<file path="src/rtl/fetch_if.sv">
// Fetch-stage bus: instruction-memory request/response channel, decode-side
// instruction handoff, and the branch redirect from the resolve stage.
interface fetch_if;
  // Handshakes: a request transfers on a rising edge where imem_req and
  // imem_ready are both high; a response transfers on any edge with imem_valid
  // high; an instruction transfers to decode on an edge with if_valid and
  // if_ready both high. Payloads are stable while their valid is held.
  logic        imem_req;
  logic [15:0] imem_addr;
  logic        imem_ready;
  logic        imem_valid;
  logic [15:0] imem_rdata;
  logic        if_valid;
  logic [15:0] if_instr;
  logic [15:0] if_pc;
  logic [15:0] if_pc_plus_two;
  logic        if_ready;
  logic        redirect;
  logic [15:0] redirect_pc;
  logic        halt;

  modport master (
    output imem_req, imem_addr, if_valid, if_instr, if_pc, if_pc_plus_two, halt,
    input  imem_ready, imem_valid, imem_rdata, if_ready, redirect, redirect_pc
  );

  modport slave (
    input  imem_req, imem_addr, if_valid, if_instr, if_pc, if_pc_plus_two, halt,
    output imem_ready, imem_valid, imem_rdata, if_ready, redirect, redirect_pc
  );
endinterface

</file>
<file path="src/rtl/fetch_ctrl.sv">
// Instruction-fetch sequencer: owns the PC, issues one memory request at a
// time, buffers one instruction for decode, and applies branch redirects.
module fetch_ctrl #(
  parameter logic [15:0] RESET_PC   = 16'h0000,
  parameter logic [3:0]  HLT_OPCODE = 4'hF
) (
  input  logic       clk,
  input  logic       rst_n,
  fetch_if.master    bus,
  output logic [1:0] dbg_state
);

  typedef enum logic [1:0] {
    ST_REQ  = 2'd0,
    ST_WAIT = 2'd1,
    ST_HOLD = 2'd2,
    ST_HALT = 2'd3
  } state_t;

  state_t      state, state_nxt;
  logic [15:0] pc, pc_nxt;
  logic [15:0] buffer, buffer_nxt;
  logic        squash, squash_nxt;
  logic [15:0] target;

  assign target = {bus.redirect_pc[15:1], 1'b0};

  always_ff @(posedge clk or negedge rst_n) begin
    if (!rst_n) begin
      state  <= ST_REQ;
      pc     <= RESET_PC;
      buffer <= 16'h0000;
      squash <= 1'b0;
    end else begin
      state  <= state_nxt;
      pc     <= pc_nxt;
      buffer <= buffer_nxt;
      squash <= squash_nxt;
    end
  end

  // Redirect wins in every state; a redirect while a fetch is in flight marks
  // that response for squashing unless it is arriving on the same edge.
  always_comb begin
    state_nxt  = state;
    pc_nxt     = pc;
    buffer_nxt = buffer;
    squash_nxt = squash;
    case (state)
      ST_REQ: begin
        if (bus.redirect) begin
          pc_nxt = target;
        end else if (bus.imem_ready) begin
          state_nxt = ST_WAIT;
        end
      end
      ST_WAIT: begin
        if (bus.redirect) begin
          pc_nxt = target;
          if (bus.imem_valid) begin
            squash_nxt = 1'b0;
            state_nxt  = ST_REQ;
          end else begin
            squash_nxt = 1'b1;
          end
        end else if (bus.imem_valid) begin
          if (squash) begin
            squash_nxt = 1'b0;
            state_nxt  = ST_REQ;
          end else begin
            buffer_nxt = bus.imem_rdata;
            state_nxt  = ST_HOLD;
          end
        end
      end
      ST_HOLD: begin
        if (bus.redirect) begin
          pc_nxt    = target;
          state_nxt = ST_REQ;
        end else if (bus.if_ready) begin
          if (buffer[15:12] == HLT_OPCODE) begin
            state_nxt = ST_HALT;
          end else begin
            pc_nxt    = pc + 16'd2;
            state_nxt = ST_REQ;
          end
        end
      end
      ST_HALT: begin
        if (bus.redirect) begin
          pc_nxt    = target;
          state_nxt = ST_REQ;
        end
      end
      default: state_nxt = ST_REQ;
    endcase
  end

  assign bus.imem_req       = (state == ST_REQ) & ~bus.redirect & rst_n;
  assign bus.imem_addr      = pc;
  assign bus.if_valid       = (state == ST_HOLD);
  assign bus.if_instr       = buffer;
  assign bus.if_pc          = pc;
  assign bus.if_pc_plus_two = pc + 16'd2;
  assign bus.halt           = (state == ST_HALT);
  assign dbg_state          = state;

endmodule

</file>
<file path="src/flat_wrapper.sv">
// flat-port wrapper written by rule: the top's interface ports become plain ports
module fetch_ctrl_flat 
#(
  parameter logic [15:0] RESET_PC   = 16'h0000,
  parameter logic [3:0]  HLT_OPCODE = 4'hF
)
  (clk, rst_n, dbg_state, bus_imem_req, bus_imem_addr, bus_if_valid, bus_if_instr, bus_if_pc, bus_if_pc_plus_two, bus_halt, bus_imem_ready, bus_imem_valid, bus_imem_rdata, bus_if_ready, bus_redirect, bus_redirect_pc);
  fetch_if bus_i ();
  input  logic clk;
  input  logic rst_n;
  output logic [1:0] dbg_state;
  output wire logic [$bits(bus_i.imem_req)-1:0] bus_imem_req;
  output wire logic [$bits(bus_i.imem_addr)-1:0] bus_imem_addr;
  output wire logic [$bits(bus_i.if_valid)-1:0] bus_if_valid;
  output wire logic [$bits(bus_i.if_instr)-1:0] bus_if_instr;
  output wire logic [$bits(bus_i.if_pc)-1:0] bus_if_pc;
  output wire logic [$bits(bus_i.if_pc_plus_two)-1:0] bus_if_pc_plus_two;
  output wire logic [$bits(bus_i.halt)-1:0] bus_halt;
  input wire logic [$bits(bus_i.imem_ready)-1:0] bus_imem_ready;
  input wire logic [$bits(bus_i.imem_valid)-1:0] bus_imem_valid;
  input wire logic [$bits(bus_i.imem_rdata)-1:0] bus_imem_rdata;
  input wire logic [$bits(bus_i.if_ready)-1:0] bus_if_ready;
  input wire logic [$bits(bus_i.redirect)-1:0] bus_redirect;
  input wire logic [$bits(bus_i.redirect_pc)-1:0] bus_redirect_pc;
  assign bus_imem_req = bus_i.imem_req;
  assign bus_imem_addr = bus_i.imem_addr;
  assign bus_if_valid = bus_i.if_valid;
  assign bus_if_instr = bus_i.if_instr;
  assign bus_if_pc = bus_i.if_pc;
  assign bus_if_pc_plus_two = bus_i.if_pc_plus_two;
  assign bus_halt = bus_i.halt;
  assign bus_i.imem_ready = bus_imem_ready;
  assign bus_i.imem_valid = bus_imem_valid;
  assign bus_i.imem_rdata = bus_imem_rdata;
  assign bus_i.if_ready = bus_if_ready;
  assign bus_i.redirect = bus_redirect;
  assign bus_i.redirect_pc = bus_redirect_pc;
  fetch_ctrl #(.RESET_PC(RESET_PC), .HLT_OPCODE(HLT_OPCODE)) u_core (.clk(clk), .rst_n(rst_n), .bus(bus_i), .dbg_state(dbg_state));
endmodule
</file>
<file path="config.mk">
export PLATFORM = sky130hd
export DESIGN_NAME = fetch_ctrl_flat
export DESIGN_NICKNAME = d
export VERILOG_FILES = /design/src/rtl/fetch_if.sv /design/src/rtl/fetch_ctrl.sv /design/src/flat_wrapper.sv
export SDC_FILE = /design/constraint.sdc
export NUM_CORES = 1
export LEC_CHECK = 0
export ABC_AREA = 1
export BUFFER_PORTS_ARGS = -buffer_cell sky130_fd_sc_hd__buf_2
export CORE_ASPECT_RATIO = 0.75
export CORE_MARGIN = 2
export CORE_UTILIZATION = 46
export DETAILED_ROUTE_END_ITERATION = 10
export GPL_TIMING_DRIVEN = 1
export HOLD_SLACK_MARGIN = 0.06
export PLACE_DENSITY_LB_ADDON = 0.25
export SLEW_MARGIN = 25
export SYNTH_ARGS = -nofsm -noshare
export SYNTH_HDL_FRONTEND = slang
export SYNTH_SLANG_ARGS = --single-unit
</file>
<file path="constraint.sdc">
create_clock -name clk -period 1.7 [get_ports clk]
set_input_delay 0.085 -clock clk [delete_from_list [all_inputs] [get_ports clk]]
set_output_delay 0.085 -clock clk [all_outputs]
set_load 0.02 [all_outputs]
</file>
# ---- Yosys cells after proc, flatten, opt, wreduce, memory -nomap -nowiden
# Index checks and enable logic that the tools add are counted.
dict set report classes {
  n_reduce_logical 7
  n_eq_ne 11
  addsub 1
  n_mux 19
  bitwise 4
}
# op n
set op_table {}
lappend op_table {{$mux W16} 4}
lappend op_table {{$pmux W16 S2} 1}
lappend op_table {{$mux W2} 10}
lappend op_table {{$add A16 B2 Y16 const B} 1}
lappend op_table {{$pmux W2 S4} 1}
lappend op_table {{$ne A2 B2 Y1 const B} 3}
lappend op_table {{$reduce_and A5 Y1} 1}
lappend op_table {{$eq A2 B2 Y1 const B} 2}
lappend op_table {{$eq A4 B4 Y1 const B} 1}
lappend op_table {{$ne A2 B1 Y1 const B} 2}
lappend op_table {{$reduce_and A4 Y1} 1}
lappend op_table {{$mux W1} 3}
lappend op_table {{$ne A3 B1 Y1 const B} 1}
lappend op_table {{$ne A3 B3 Y1 const B} 1}
lappend op_table {{$reduce_and A3 Y1} 1}
lappend op_table {{$reduce_or A3 Y1} 1}
lappend op_table {{$and A1 B1 Y1} 2}
lappend op_table {{$eq A2 B1 Y1 const B} 1}
lappend op_table {{$logic_not A2 Y1} 1}
lappend op_table {{$not A1 Y1} 2}
lappend op_table {{$reduce_and A2 Y1} 1}
lappend op_table {{$reduce_bool A2 Y1} 1}
dict set report totals {
  ff_bits 35
  wordCells 46
  inputBits 38
}

# ---- Depth between registers and ports, before layout
# Gate-level depths: netlist of the first run.
dict set report depth {
  depth_word 5
  depth_mapped 9
  depth_no_buf 9
}

# ---- Worst setup path after synthesis of the first run
# Ideal clock, no wire load.
dict set report synth_path {
  path_type {flip-flop to flip-flop}
  from {register u_core.pc[2], in the netlist u_core.bus.if_pc[2]}
  to {register u_core.pc[5], in the netlist u_core.bus.if_pc[5]}
  arrival_ns 1.507
  path_buffers 0
  required_ns 1.624
  slack_ns 0.116
  synth_period_minus_slack_ns 1.584
  path_stages_with_launch 6
  path_cell_list {dfrtp_1 ha_1 nand3_1 xnor2_1 nor2_1 o21ai_1}
}
dict set report synth_via {
  elab_chain_len 5
}
# element line
set synth_rtl {}
lappend synth_rtl {{from (decl)} fetch_ctrl.sv:21} ;# logic [15:0] pc, pc_nxt;
lappend synth_rtl {{from (signal assigned)} fetch_ctrl.sv:36} ;# pc <= pc_nxt;
lappend synth_rtl {{$add A16 B2 Y16} --}
lappend synth_rtl {{net bus_if_pc_plus_two[5]} flat_wrapper.sv:17} ;# output wire logic [$bits(bus_i.if_pc_plus_two)-1:0] bus_if_pc_plus_two;
lappend synth_rtl {{$mux W16} fetch_ctrl.sv:81} ;# if (buffer[15:12] == HLT_OPCODE) begin
lappend synth_rtl {{$mux W16} fetch_ctrl.sv:80} ;# end else if (bus.if_ready) begin
lappend synth_rtl {{$mux W16} fetch_ctrl.sv:77} ;# if (bus.redirect) begin
lappend synth_rtl {{$pmux W16 S2} fetch_ctrl.sv:49} ;# case (state)
# The timed path passes the listed nets, and every way through them passes these cells. The select of a mux whose other input is x is not followed.
# A chain may end at the register's enable or synchronous reset.

# ---- Worst setup path after layout of the first run
dict set report layout_path {
  from {register u_core.pc[4], in the netlist u_core.bus.if_pc[4]}
  to {output port bus_if_pc_plus_two[10]}
}
dict set report layout_via {
  elab_chain_len 1
}
# element line
set layout_rtl {}
lappend layout_rtl {{$add A16 B2 Y16} fetch_ctrl.sv:104} ;# assign bus.if_pc_plus_two = pc + 16'd2;
lappend layout_rtl {{to (decl)} flat_wrapper.sv:17}
# Every way passes these cells.

==> results.md, run 1 <==
- In this run, CTS created clock tree buffers numbering 5.
- The clock tree synthesis step divided the H-tree into 2 levels.
- The share of the clock period used by the worst path is 0.971.
- The count of antenna diodes in the layout is 0.
- Prior to clock tree synthesis, the placed netlist has a worst setup slack of 0.142 ns.
- The area growth from synthesis to layout is 42.7%.
- The TritonCTS clock tree is done.
- Of the synthesized area, sequential elements account for 0.403.
- In this run the worst path has a maximum fanout of 7.
- The final routed DRC violation total is 0.
- The largest total area in the synthesized netlist belongs to dfrtp_1.
- The number of distinct library cells after synthesis is 31.
- Of the cells placed in the final design, the portion with a size suffix greater than 1 is 0.447.
- Static timing analysis puts the maximum clock frequency at 0.606 GHz.
- The least setup slack across all paths after layout is 0.0493 ns.
- The initialized floorplan defines 21 standard-cell rows.
- The final net count is 407.
- From bottom edge to top edge, the die measures 62.6 µm.
- Global routing finished with a remaining overflow of 0.
- The core region is 4440 µm².
- Using the TritonRoute via totals, the vias-per-cell ratio works out to between 4 and 5.
- For this configuration, the core starts out at a cell density of 0.475.
- Clock-pin slew was measured on the worst setup and hold paths at 0.07 ns.
- The type of element capturing the critical path is a primary output.
- The last weighted congestion value of the routability-driven placer is 0.802.
- VDD sags by at most 829 µV.
- The critical path data required time is between 1.5 and 2 ns.
- The utilization after layout is 0.678.
- The number of warnings printed during yosys synthesis is 0.
- Among all flip-flop cells after synthesis, the most frequent one is dfrtp_1.
- The share of synthesized area in the top cell type comes to 0.403.
- Yosys mapped a number of flops with a built-in enable equal to 0.
- The number of global-route vias before repair came to 1811.
- The kind of critical path is flip-flop to primary output.
- The first detailed-routing pass took 4 iterations.
- The maximum number of pins on one net before global-route repair is 35.
- The clock root buffer master is clkbuf_8.
- In this run the register-to-register setup slack is 0.25 ns.
- The latest clock arrival within the worst-skew pair is around 0.29 ns.
- Clock skew on the completed layout was measured at 0.0107 ns.
- The endpoint of the lowest-slack register-to-register path is u_core.dbg_state[0].
- The hold violation count in the final report came to 0.
- The die is between 80 and 90 µm wide.
- Setup repair after global routing could not meet its margin everywhere.
- The total of flip-flops plus latches after synthesis is 34.
- The path class of the tightest hold or removal check is input port to flip-flop.
- Ranked by total cell area, the synthesized netlist is headed by dfrtp_1 (40%), nand2_1 (13%), mux2_4 (7.1%).
- The first global-routing pass estimated 8.65 mm of wire.
- The overall track demand over capacity in global routing is 0.216.
- The number of violations reported at the end of detailed-routing iteration 0 is just over 90.
- The HPWL after detailed placement is 3.72 mm.
- The cell area after synthesis is 2110 µm².
- Along the worst hold path, the cell count comes to 3.
- The detailed-route wire length is around 5.3 mm.
- For this block, the via count after detailed routing is 2020.
- The post-synthesis average cell area is 8.40 µm².
- The most critical setup path has its startpoint at u_core.bus.if_pc[4].
- The number of antenna violations at the first check in global routing was 0.
- The startpoint identified for the worst register-to-register timing path is u_core.dbg_state[0].
- The cell depth of the worst flop-to-flop path is 7.
- STA classifies the critical path startpoint as a flip-flop.
- For this design the top-level I/O count stands at 107.
- The buffer levels on the longest clock path is 2.
- The number of port buffers is slightly above 100.
- The count of nets left with antenna violations once routing finished came out at 0.
- The data arrival time of the worst path is 1.57 ns.
- The leakage power figure is between 1.5 and 2 nW.
- The total power per unit cell area is 1420 nW/µm².
- Subtracting the final worst setup slack from the clock period gives 1.65 ns.
- The die covers between 5000 and 6000 µm².
- The total setup violations reported at the end of the flow is 0.
- The count of final max-slew check failures is 0.
- The most critical setup path has its endpoint at bus_if_pc_plus_two[10].
- The cell count after synthesis is 251.
- The run finished with clean final reports.
- The proportion of register bits with asynchronous set or reset after synthesis is 1.00.
- The detailed-route wire length per cell is between 10 and 15 µm.
- The tool flagged a number of max-cap violations equal to 0.
- CTS saw 34 sinks.
==> registers in the layout, summed over array words and instances (netlist names) <==
register / cells
u_core.bus.if_instr: 16
u_core.bus.if_pc: 15
u_core.squash: 1
u_core.dbg_state: 2
==> cell type report <==
cell class / count / area (µm²)
Clock buffer: 5 / 68.8
Clock inverter: 3 / 45.0
Fill cell: 377 / 1430
Inverter: 24 / 90.1
Multi-Input combinational cell: 172 / 1070
Sequential cell: 34 / 858
Tap cell: 57 / 71.3
Timing Repair Buffer: 131 / 806
==> report_power, final <==
part / internal, mW / switching [mW] / total (mW)
registers: 1.11 / 0.283 / 1.39
clock network: 0.436 / 0.315 / 0.751
logic: 0.883 / 1.26 / 2.14
total: 2.43 / 1.85 / 4.28
==> critical path: stages (launching register included) <==
cell and delay [ns]:
dfrtp_2 0.44, nand2_1 0.13, nor2_2 0.21, nand2_2 0.08, o21bai_1 0.18, nand2_1 0.08, buf_2 0.16
==> logic make-up after synthesis <==
logic type | after synthesis | synth area share
AND/OR/NAND/NOR | 121 | 0.252
buffers and inverters | 47 | 0.130
flip-flops | 34 | 0.403
AO/OA/AOI/OAI | 24 | 0.0741
multiplexers | 16 | 0.103
XOR/XNOR | 7 | 0.0291
adder cells (fa/ha/maj) | 1 | 0.00593
other | 1 | 0.00178
==> what timing repair did <==
item / in CTS / in global routing
endpoints found under the setup margin: 8 / 9
hold endpoints to repair: 53 / 0
hold buffers: 20 / 0
buffers inserted: 1 / 4
resized for setup: 11 / 20
pin swaps: 2 / 5
==> cells in the final DEF, fill, tap and decap left out, types with 2 or more instances in the layout <==
master / count
nor2_4: 7
nand2_1: 71
dfrtp_1: 28
inv_1: 21
o21a_1: 10
conb_1: 3
buf_4: 9
nand3_1: 11
o21ai_0: 3
dlygate4sd3_1: 20
mux2_4: 10
nand2_2: 4
buf_6: 2
mux2_2: 6
buf_2: 99
nand3_2: 2
xnor2_1: 3
nor2_1: 13
nor2_2: 3
o21ai_1: 5
clkbuf_8: 5
clkinvlp_4: 2
dfrtp_2: 6
xor2_1: 3
inv_2: 3
nand4_1: 7
a31oi_1: 2
==> cell usage after synthesis, types with 2 or more instances <==
master / instances
nor2_4: 2
mux2_2: 6
nand4_1: 7
o21ai_1: 5
dfrtp_1: 34
buf_4: 19
o21ai_0: 3
mux2_4: 10
inv_1: 21
nand2_1: 74
xnor2_1: 3
nand3_1: 13
xor2_1: 4
inv_2: 3
nor2_1: 20
o21a_1: 10
buf_6: 2
a31oi_1: 2
==> metal layers <==
layer  GRT usage  share of wire  up-vias  wire, µm
met5           0              0        -         0
met1       0.292           0.45      941      2400
li1            -              -     1015         -
met2       0.333           0.48       59      2560
met4      0.0625         0.0058        0        31
met3      0.0650          0.063        5       335
==> per-stage QoR <==
step           total power [mW]  cells  TNS, ns  hold slack, ns  area, µm²
2_1_floorplan              2.82    253        0          -0.211       2120
3_3_place_gp               3.36    393        0           0.229       2560
3_5_place_dp               3.39    393        0           0.229       2560
4_1_cts                    4.21    422  -0.0259          0.0666       2910
5_1_grt                    4.57    426  -0.0972          0.0956       3010
6_report                   4.28    426        0          0.0729       3010
==> worst min path at each step <==
stage	startpoint	end	slack, ns
CTS	bus_redirect_pc[5]	u_core.bus.if_pc[5]	0.07
floorplan	rst_n	u_core.bus.if_instr[0]	-0.21
detailed placement	rst_n	u_core.bus.if_pc[11]	0.23
global route	bus_redirect_pc[5]	u_core.bus.if_pc[5]	0.1
global placement	rst_n	u_core.bus.if_pc[11]	0.23
finish	bus_redirect_pc[5]	u_core.bus.if_pc[5]	0.07
Note: power is estimated with default switching activity, not from simulation.
==> run 2, diff against run 1 <==
--- a/config.mk
+++ b/config.mk
@@ -14,6 +14,7 @@
 export GPL_TIMING_DRIVEN = 1
 export HOLD_SLACK_MARGIN = 0.06
 export PLACE_DENSITY_LB_ADDON = 0.25
+export RECOVER_POWER = 50
 export SLEW_MARGIN = 25
 export SYNTH_ARGS = -nofsm -noshare
 export SYNTH_HDL_FRONTEND = slang
==> results.md, run 2 (same netlist as run 1, synthesis figures left out) <==
- The cell with the most instances on the worst path is nand2_1 (unchanged).
- The first-pass GRT wire length is 8.65 mm (unchanged).
- The endpoint of the lowest-slack register-to-register path is u_core.dbg_state[0] (unchanged).
- The number of instances on the worst hold path is 3 (unchanged).
- The number of buffers added by the clock tree synthesis step came to 5 (unchanged).
- RSZ-0062 raised after global routing: true (unchanged).
- The hold path endpoint was u_core.bus.if_pc[5] (unchanged).
- The number of global-route vias before repair is 1811 (unchanged).
- The leakage power figure is 1.53 nW (was 1.59 nW).
- The worst setup slack before clock tree synthesis is 0.142 ns (unchanged).
- The number of nets with antenna violations after routing is 0 (unchanged).
- The overall track demand over capacity in global routing is 0.216 (unchanged).
- The peak ir drop on the vdd network is 828 µV (was 829 µV).
- The placed wire-length estimate after detailed placement came to 3.72 mm (unchanged).
- The setup clock skew after layout is 0.00978 ns (was 0.0107 ns).
- The highest cell delay on the worst timing path is 0.44 ns (about the same).
- The via total after detailed routing is 2030 (was 2020).
- The last weighted congestion value of the routability-driven placer is 0.802 (unchanged).
- The latest clock arrival within the worst-skew pair is 0.29 ns (about the same).
- The number of sinks driven by the clock tree came to 34 (unchanged).
- The total power consumption of the routed design is 4.23 mW (was 4.28 mW).
- The non-filler instance count after layout is 426 (unchanged).
- The share of the clock period used by the worst path is 0.973 (was 0.971).
- The most common cell after layout, fill and taps aside is buf_2 (unchanged).
- The beginning of the critical path is u_core.bus.if_pc[4] (unchanged).
- The data arrival time of the worst path is 1.57 ns (about the same).
- The number of placed cells counting well taps is 393 (unchanged).
- The count of antenna diodes in the layout is 0 (unchanged).
- The total power per unit cell area is 1420 nW/µm² (about the same).
- The die area is 5150 µm² (unchanged).
- The clock root buffer master is clkbuf_8 (unchanged).
- The maximum number of pins on one net before global-route repair is 35 (unchanged).
- The number of antenna violations at the first check in global routing is 0 (unchanged).
- The highest net fanout along the worst path is 7 (unchanged).
- The element type at the critical path start was a flip-flop (unchanged).
- The total number of placement rows is 21 (unchanged).
- The number of vias per cell after detailed routing is 4.77 (was 4.74).
- The width of the chip is 82.2 µm (unchanged).
- The TritonCTS clock tree was done (unchanged).
- The number of inserted filler cells in the final layout came to 392 (was 377).
- The buffer levels on the longest clock path is 2 (unchanged).
- The number of placed I/O pins is 107 (unchanged).
- The starting density of the core is 0.475 (unchanged).
- The cell depth of the worst flop-to-flop path is 7 (unchanged).
- The number of violations reported at the end of detailed-routing iteration 0 came to 89 (was 93).
- The total setup violations reported at the end of the flow came to 0 (unchanged).
- The core area is 4440 µm² (unchanged).
- The count of final max-slew check failures is 0 (unchanged).
- The die extent in y is 62.6 µm (unchanged).
- The startpoint of the worst hold path is bus_redirect_pc[5] (unchanged).
- The number of iterations in the first detailed-routing pass is 4 (unchanged).
- The final net count is 407 (unchanged).
- The worst setup slack for register-to-register paths came to 0.25 ns (about the same).
- Crit path cell chain: nand2_1 > nor2_2 > nand2_2 > o21bai_1 > nand2_1 > buf_2 (unchanged).
- The source of the worst register-to-register timing path was u_core.dbg_state[0] (unchanged).
- The max capacitance violation total is 0 (unchanged).
- The critical path data required time is 1.62 ns (about the same).
- The flip-flop count of the largest register after layout is 16 (unchanged).
- The highest attainable clock frequency came to 0.605 GHz (was 0.606 GHz).
- The remaining max-slew budget at the tightest pin is 0.426.
- The minimum period implied by the final worst setup slack was 1.65 ns (about the same).
- The hold violation count in the final report is 0 (unchanged).
- The number of port buffers is 102 (unchanged).
- The clock-pin slew of the registers on the worst-case setup and hold paths is 0.07 ns (about the same).
- The deepest level of the CTS H-tree is 2 (unchanged).
- Run status: finished, final reports clean (unchanged).
- The type of the worst min-delay path was input port to flip-flop (unchanged).
- The area growth from synthesis to layout is 41.5% (was 42.7%).
- The type of element capturing the critical path is a primary output (unchanged).
- The detailed-route wire length per cell is 12.5 µm (about the same).
- The slowest cell on the critical path is dfrtp_2 (unchanged).
- At the pin with the least slew margin, the transition time is around 0.86 ns.
- The detailed-route wire length is 5.31 mm (was 5.33 mm).
- The kind of critical path was flip-flop to primary output (unchanged).
- Top library cells by usage in the layout, fill and taps aside: buf_2 (80), nand2_1 (71), dfrtp_1 (28) (was buf_2 (99), nand2_1 (71), dfrtp_1 (28)).
- The final routed DRC violation total is 0 (unchanged).
- The share of final-layout standard cells stronger than drive strength 1 is 0.396 (was 0.447).
- The aggregate global routing overflow came to 0 (unchanged).
- The least setup slack across all paths after layout came to 0.0464 ns (was 0.0493 ns).
## run 2: changes by cell type in the layout (fill, tap and decap cells not counted)
cell and delta:
buf_4 -1, clkbuf_2 +1, buf_2 -19, clkbuf_1 +19
## run 2: worst max-delay path by stage
stage / end / depth (start not counted) / slack (ns)
6_report: bus_if_pc_plus_two[10] / 6 / 0.05
5_1_grt: bus_if_pc_plus_two[10] / 6 / -0.02
4_1_cts: bus_if_pc_plus_two[9] / 7 / -0.02
3_5_place_dp: bus_if_pc_plus_two[9] / 7 / 0.14
3_3_place_gp: bus_if_pc_plus_two[9] / 7 / 0.16
2_1_floorplan: u_core.bus.if_pc[5] / 5 / 0.12
## run 2: what timing repair did
item,4_1_cts,5_1_grt
buffers inserted,1,4
pin swaps,2,5
gates resized for setup,11,20
endpoints found under the setup margin,8,9
hold buffers,20,0
endpoints found under the hold margin,53,0
## run 2: routing by layer
layer | global-route usage | up-vias | routed length (µm)
li1 | - | 1016 | -
met1 | 0.292 | 942 | 2360
met2 | 0.333 | 67 | 2530
met3 | 0.0650 | 5 | 380
met4 | 0.0625 | 0 | 31
met5 | 0 | - | 0
## run 2: worst max-delay path: cells and delay by family (launching register included)
kind	cells	cell delay (ns)
compound gates	1	0.18
buf+inv	1	0.16
flops	1	0.44
simple gates	4	0.50
## run 2: cell type report
| class | instances | area, µm² | share of cell area |
|---|---|---|---|
| Multi-Input combinational cell | 172 | 1070 | 0.359 |
| Tap cell | 57 | 71.3 | 0.0239 |
| Clock buffer | 5 | 68.8 | 0.0231 |
| Sequential cell | 34 | 858 | 0.288 |
| Timing Repair Buffer | 131 | 779 | 0.261 |
| Inverter | 24 | 90.1 | 0.0302 |
| Clock inverter | 3 | 45.0 | 0.0151 |
## run 2: where the power goes
group | leakage (nW) | switching [mW] | internal (mW)
registers | 0.404 | 0.286 | 1.11
logic | 1.08 | 1.26 | 0.825
clock network | 0.0504 | 0.310 | 0.436
total | 1.53 | 1.85 | 2.37
## run 2: stage by stage
stage / util / hold slack [ns] / TNS (ns) / cell area, µm²
3_3_place_gp: 0.576 / 0.229 / 0 / 2560
6_report: 0.672 / 0.0729 / 0 / 2980
4_1_cts: 0.655 / 0.0666 / -0.0259 / 2910
5_1_grt: 0.672 / 0.0956 / -0.0972 / 2980
2_1_floorplan: - / -0.211 / 0 / 2120
3_5_place_dp: 0.576 / 0.229 / 0 / 2560
==> run 3, diff against run 2 <==
--- a/config.mk
+++ b/config.mk
@@ -15,6 +15,7 @@
 export HOLD_SLACK_MARGIN = 0.06
 export PLACE_DENSITY_LB_ADDON = 0.25
 export RECOVER_POWER = 50
+export REMOVE_ABC_BUFFERS = 1
 export SLEW_MARGIN = 25
 export SYNTH_ARGS = -nofsm -noshare
 export SYNTH_HDL_FRONTEND = slang
==> results.md, run 3 (same netlist as run 1, synthesis figures left out) <==
- The number of port buffers is 102 (unchanged).
- The proportion of power drawn by the clock network is 0.175 (was 0.177).
- The width of the chip is 82.2 µm (unchanged).
- The register area is 858 µm² (unchanged).
- The final routed DRC violation total is 0 (unchanged).
- The total number of placement rows is 21 (unchanged).
- The highest attainable clock frequency is 0.600 GHz (was 0.605 GHz).
- The total negative setup slack is 0 ns (unchanged).
- The detailed-route wire length was 5.43 mm (was 5.31 mm).
- The latest clock arrival within the worst-skew pair is 0.29 ns (about the same).
- The number of global-route vias before repair was 1692 (was 1811).
- Run status: finished, final reports clean (unchanged).
- The most common cell after layout, fill and taps aside is buf_2 (unchanged).
- The max capacitance violation total is 0 (unchanged).
- The data arrival time of the worst path is 1.58 ns (was 1.57 ns).
- The count of buffer and inverter cells on the critical path is 3 (was 1).
- The total net switching power came to 1.86 mW (was 1.85 mW).
- The element type at the critical path start was a flip-flop (unchanged).
- The count of final max-slew check failures is 0 (unchanged).
- The number of buffers added by the clock tree synthesis step is 5 (unchanged).
- The clock-pin slew of the registers on the worst-case setup and hold paths is 0.07 ns (about the same).
- The minimum period implied by the final worst setup slack is 1.67 ns (was 1.65 ns).
- The setup clock skew after layout is 0.00418 ns (was 0.00978 ns).
- The clock root buffer master is clkbuf_8 (unchanged).
- The total power consumption of the routed design is 4.22 mW (was 4.23 mW).
- The die area is 5150 µm² (unchanged).
- The core area came to 4440 µm² (unchanged).
- The number of nets with antenna violations after routing is 0 (unchanged).
- The highest net fanout along the worst path is 4 (was 7).
- The slew at the pin with the worst max-slew slack is 0.863 ns (was 0.861 ns).
- The utilization after layout came to 0.673 (was 0.672).
- The leakage power figure came to 1.56 nW (was 1.53 nW).
- The proportion of total power due to net switching is 0.440 (was 0.439).
- The number of inserted filler cells in the final layout was 397 (was 392).
- The detailed-route wire length per cell is 12.8 µm (was 12.5 µm).
- Crit path cell chain: buf_6 > nand2_1 > nor2_4 > buf_4 > nand3_1 > nand2_1 > nand2_1 > buf_2 (was nand2_1 > nor2_2 > nand2_2 > o21bai_1 > nand2_1 > buf_2).
- The type of element capturing the critical path is a primary output (unchanged).
- The power share of the sequential group is 0.328 (was 0.330).
- The buffer levels on the longest clock path is 2 (unchanged).
- The number of iterations in the first detailed-routing pass is 5 (was 4).
- The combinational cell fraction of total power was 0.498 (was 0.493).
- The worst hold slack was 0.0800 ns (was 0.0729 ns).
- The first-pass GRT wire length came to 8.27 mm (was 8.65 mm).
- The total setup violations reported at the end of the flow is 0 (unchanged).
- The TritonCTS clock tree was done (unchanged).
- The starting density of the core came to 0.475 (unchanged).
- The via total after detailed routing is 1992 (was 2030).
- The hold violation count in the final report is 0 (unchanged).
- The flip-flop count of the largest register after layout is 16 (unchanged).
- The area of combinational cells with multiple inputs came to 1100 µm² (was 1070 µm²).
- The remaining max-slew budget at the tightest pin is 0.425 (was 0.426).
- The cell with the most instances on the worst path was nand2_1 (unchanged).
- The maximum number of pins on one net before global-route repair is 35 (unchanged).
- The overall track demand over capacity in global routing came to 0.210 (was 0.216).
- The kind of cell adding the most delay to the critical path was simple AND/OR/NAND/NOR gates (unchanged).
- The type of the worst min-delay path is input port to flip-flop (unchanged).
- The placed wire-length estimate after detailed placement is 3.74 mm (was 3.72 mm).
- The last weighted congestion value of the routability-driven placer is 0.810 (was 0.802).
- The number of antenna violations at the first check in global routing is 0 (unchanged).
- The count of antenna diodes in the layout is 0 (unchanged).
- The final net count is 406 (was 407).
- The kind of critical path is flip-flop to primary output (unchanged).
- The slowest cell on the critical path is dfrtp_1 (was dfrtp_2).
- The number of placed cells counting well taps is 395 (was 393).
- The non-filler instance count after layout is 425 (was 426).
- The aggregate global routing overflow is 0 (unchanged).
- The peak ir drop on the vdd network is 990 µV (was 828 µV).
- The number of sinks driven by the clock tree is 34 (unchanged).
- RSZ-0062 raised after global routing: true (unchanged).
- Top library cells by usage in the layout, fill and taps aside: buf_2 (81), nand2_1 (71), dfrtp_1 (28) (was buf_2 (80), nand2_1 (71), dfrtp_1 (28)).
- The area growth from synthesis to layout is 41.6% (was 41.5%).
- The number of violations reported at the end of detailed-routing iteration 0 is 93 (was 89).
- The critical path data required time is 1.62 ns (about the same).
- The total power per unit cell area was 1410 nW/µm² (was 1420 nW/µm²).
- The die extent in y is 62.6 µm (unchanged).
- The share of the clock period used by the worst path came to 0.981 (was 0.973).
- The deepest level of the CTS H-tree is 2 (unchanged).
- The internal power summed over all cells was 2.37 mW (about the same).
- The highest cell delay on the worst timing path is 0.42 ns (was 0.44 ns).
- The number of vias per cell after detailed routing came to 4.69 (was 4.77).
- The share of final-layout standard cells stronger than drive strength 1 is 0.399 (was 0.396).
- The number of placed I/O pins is 107 (unchanged).
## run 3: area by class of cell
class / count / area share
clock buffers: 5 / 0.0230
clock inverters: 3 / 0.0134
inverters: 24 / 0.0302
multi-input cells: 172 / 0.367
flip-flops and latches: 34 / 0.287
well taps: 57 / 0.0239
repair buffers: 130 / 0.255
## run 3: through the flow
step / area [µm²] / setup WS (ns)
floorplan: 1930 / -0.0232
global placement: 2560 / 0.228
detailed placement: 2560 / 0.203
CTS: 2880 / 0.00521
global route: 2990 / -0.0613
finish: 2990 / 0.0324
## run 3: worst paths after layout
path                                              from                      to  slack (ns)  cells after the start
worst min-delay path                bus_redirect_pc[5]     u_core.bus.if_pc[5]        0.08                      3
worst min register to register  u_core.bus.if_instr[4]  u_core.bus.if_instr[4]        0.51                      1
max in group asynchronous                        rst_n     u_core.bus.if_pc[9]        0.46                      3
min in group asynchronous                        rst_n  u_core.bus.if_instr[2]        0.65                      3
worst max register to register     u_core.dbg_state[0]     u_core.bus.if_pc[4]        0.24                      8
worst max-delay path               u_core.bus.if_pc[2]  bus_if_pc_plus_two[12]        0.03                      8
## run 3: worst min-delay path: stages
cell	delay (ns)
buf_2	0.08
o21ai_1	0.06
o21ai_1	0.11
## run 3: power by group through the flow
stage                     clock (mW)  sequential [mW]  combinational (mW)
final                          0.738             1.38                2.10
after global routing           0.798             1.43                2.26
after CTS                      0.756             1.36                2.08
after detailed placement           0             1.37                2.03
after global placement             0             1.35                2.00
after floorplan                    0             1.80               0.888
## run 3: per-layer routing
metal / routed length (µm) / GRT usage
met2: 2510 / 0.310
met4: 75 / 0.0688
met1: 2530 / 0.310
met5: 0 / 0
met3: 314 / 0.0376
## run 3: what timing repair did
action / 4_1_cts / 5_1_grt
pin swaps: 0 / 7
cloned: 0 / 0
endpoints found under the setup margin: 7 / 9
buffers inserted: 0 / 2
hold buffers: 19 / 1
gates resized for setup: 7 / 28
endpoints found under the hold margin: 52 / 1
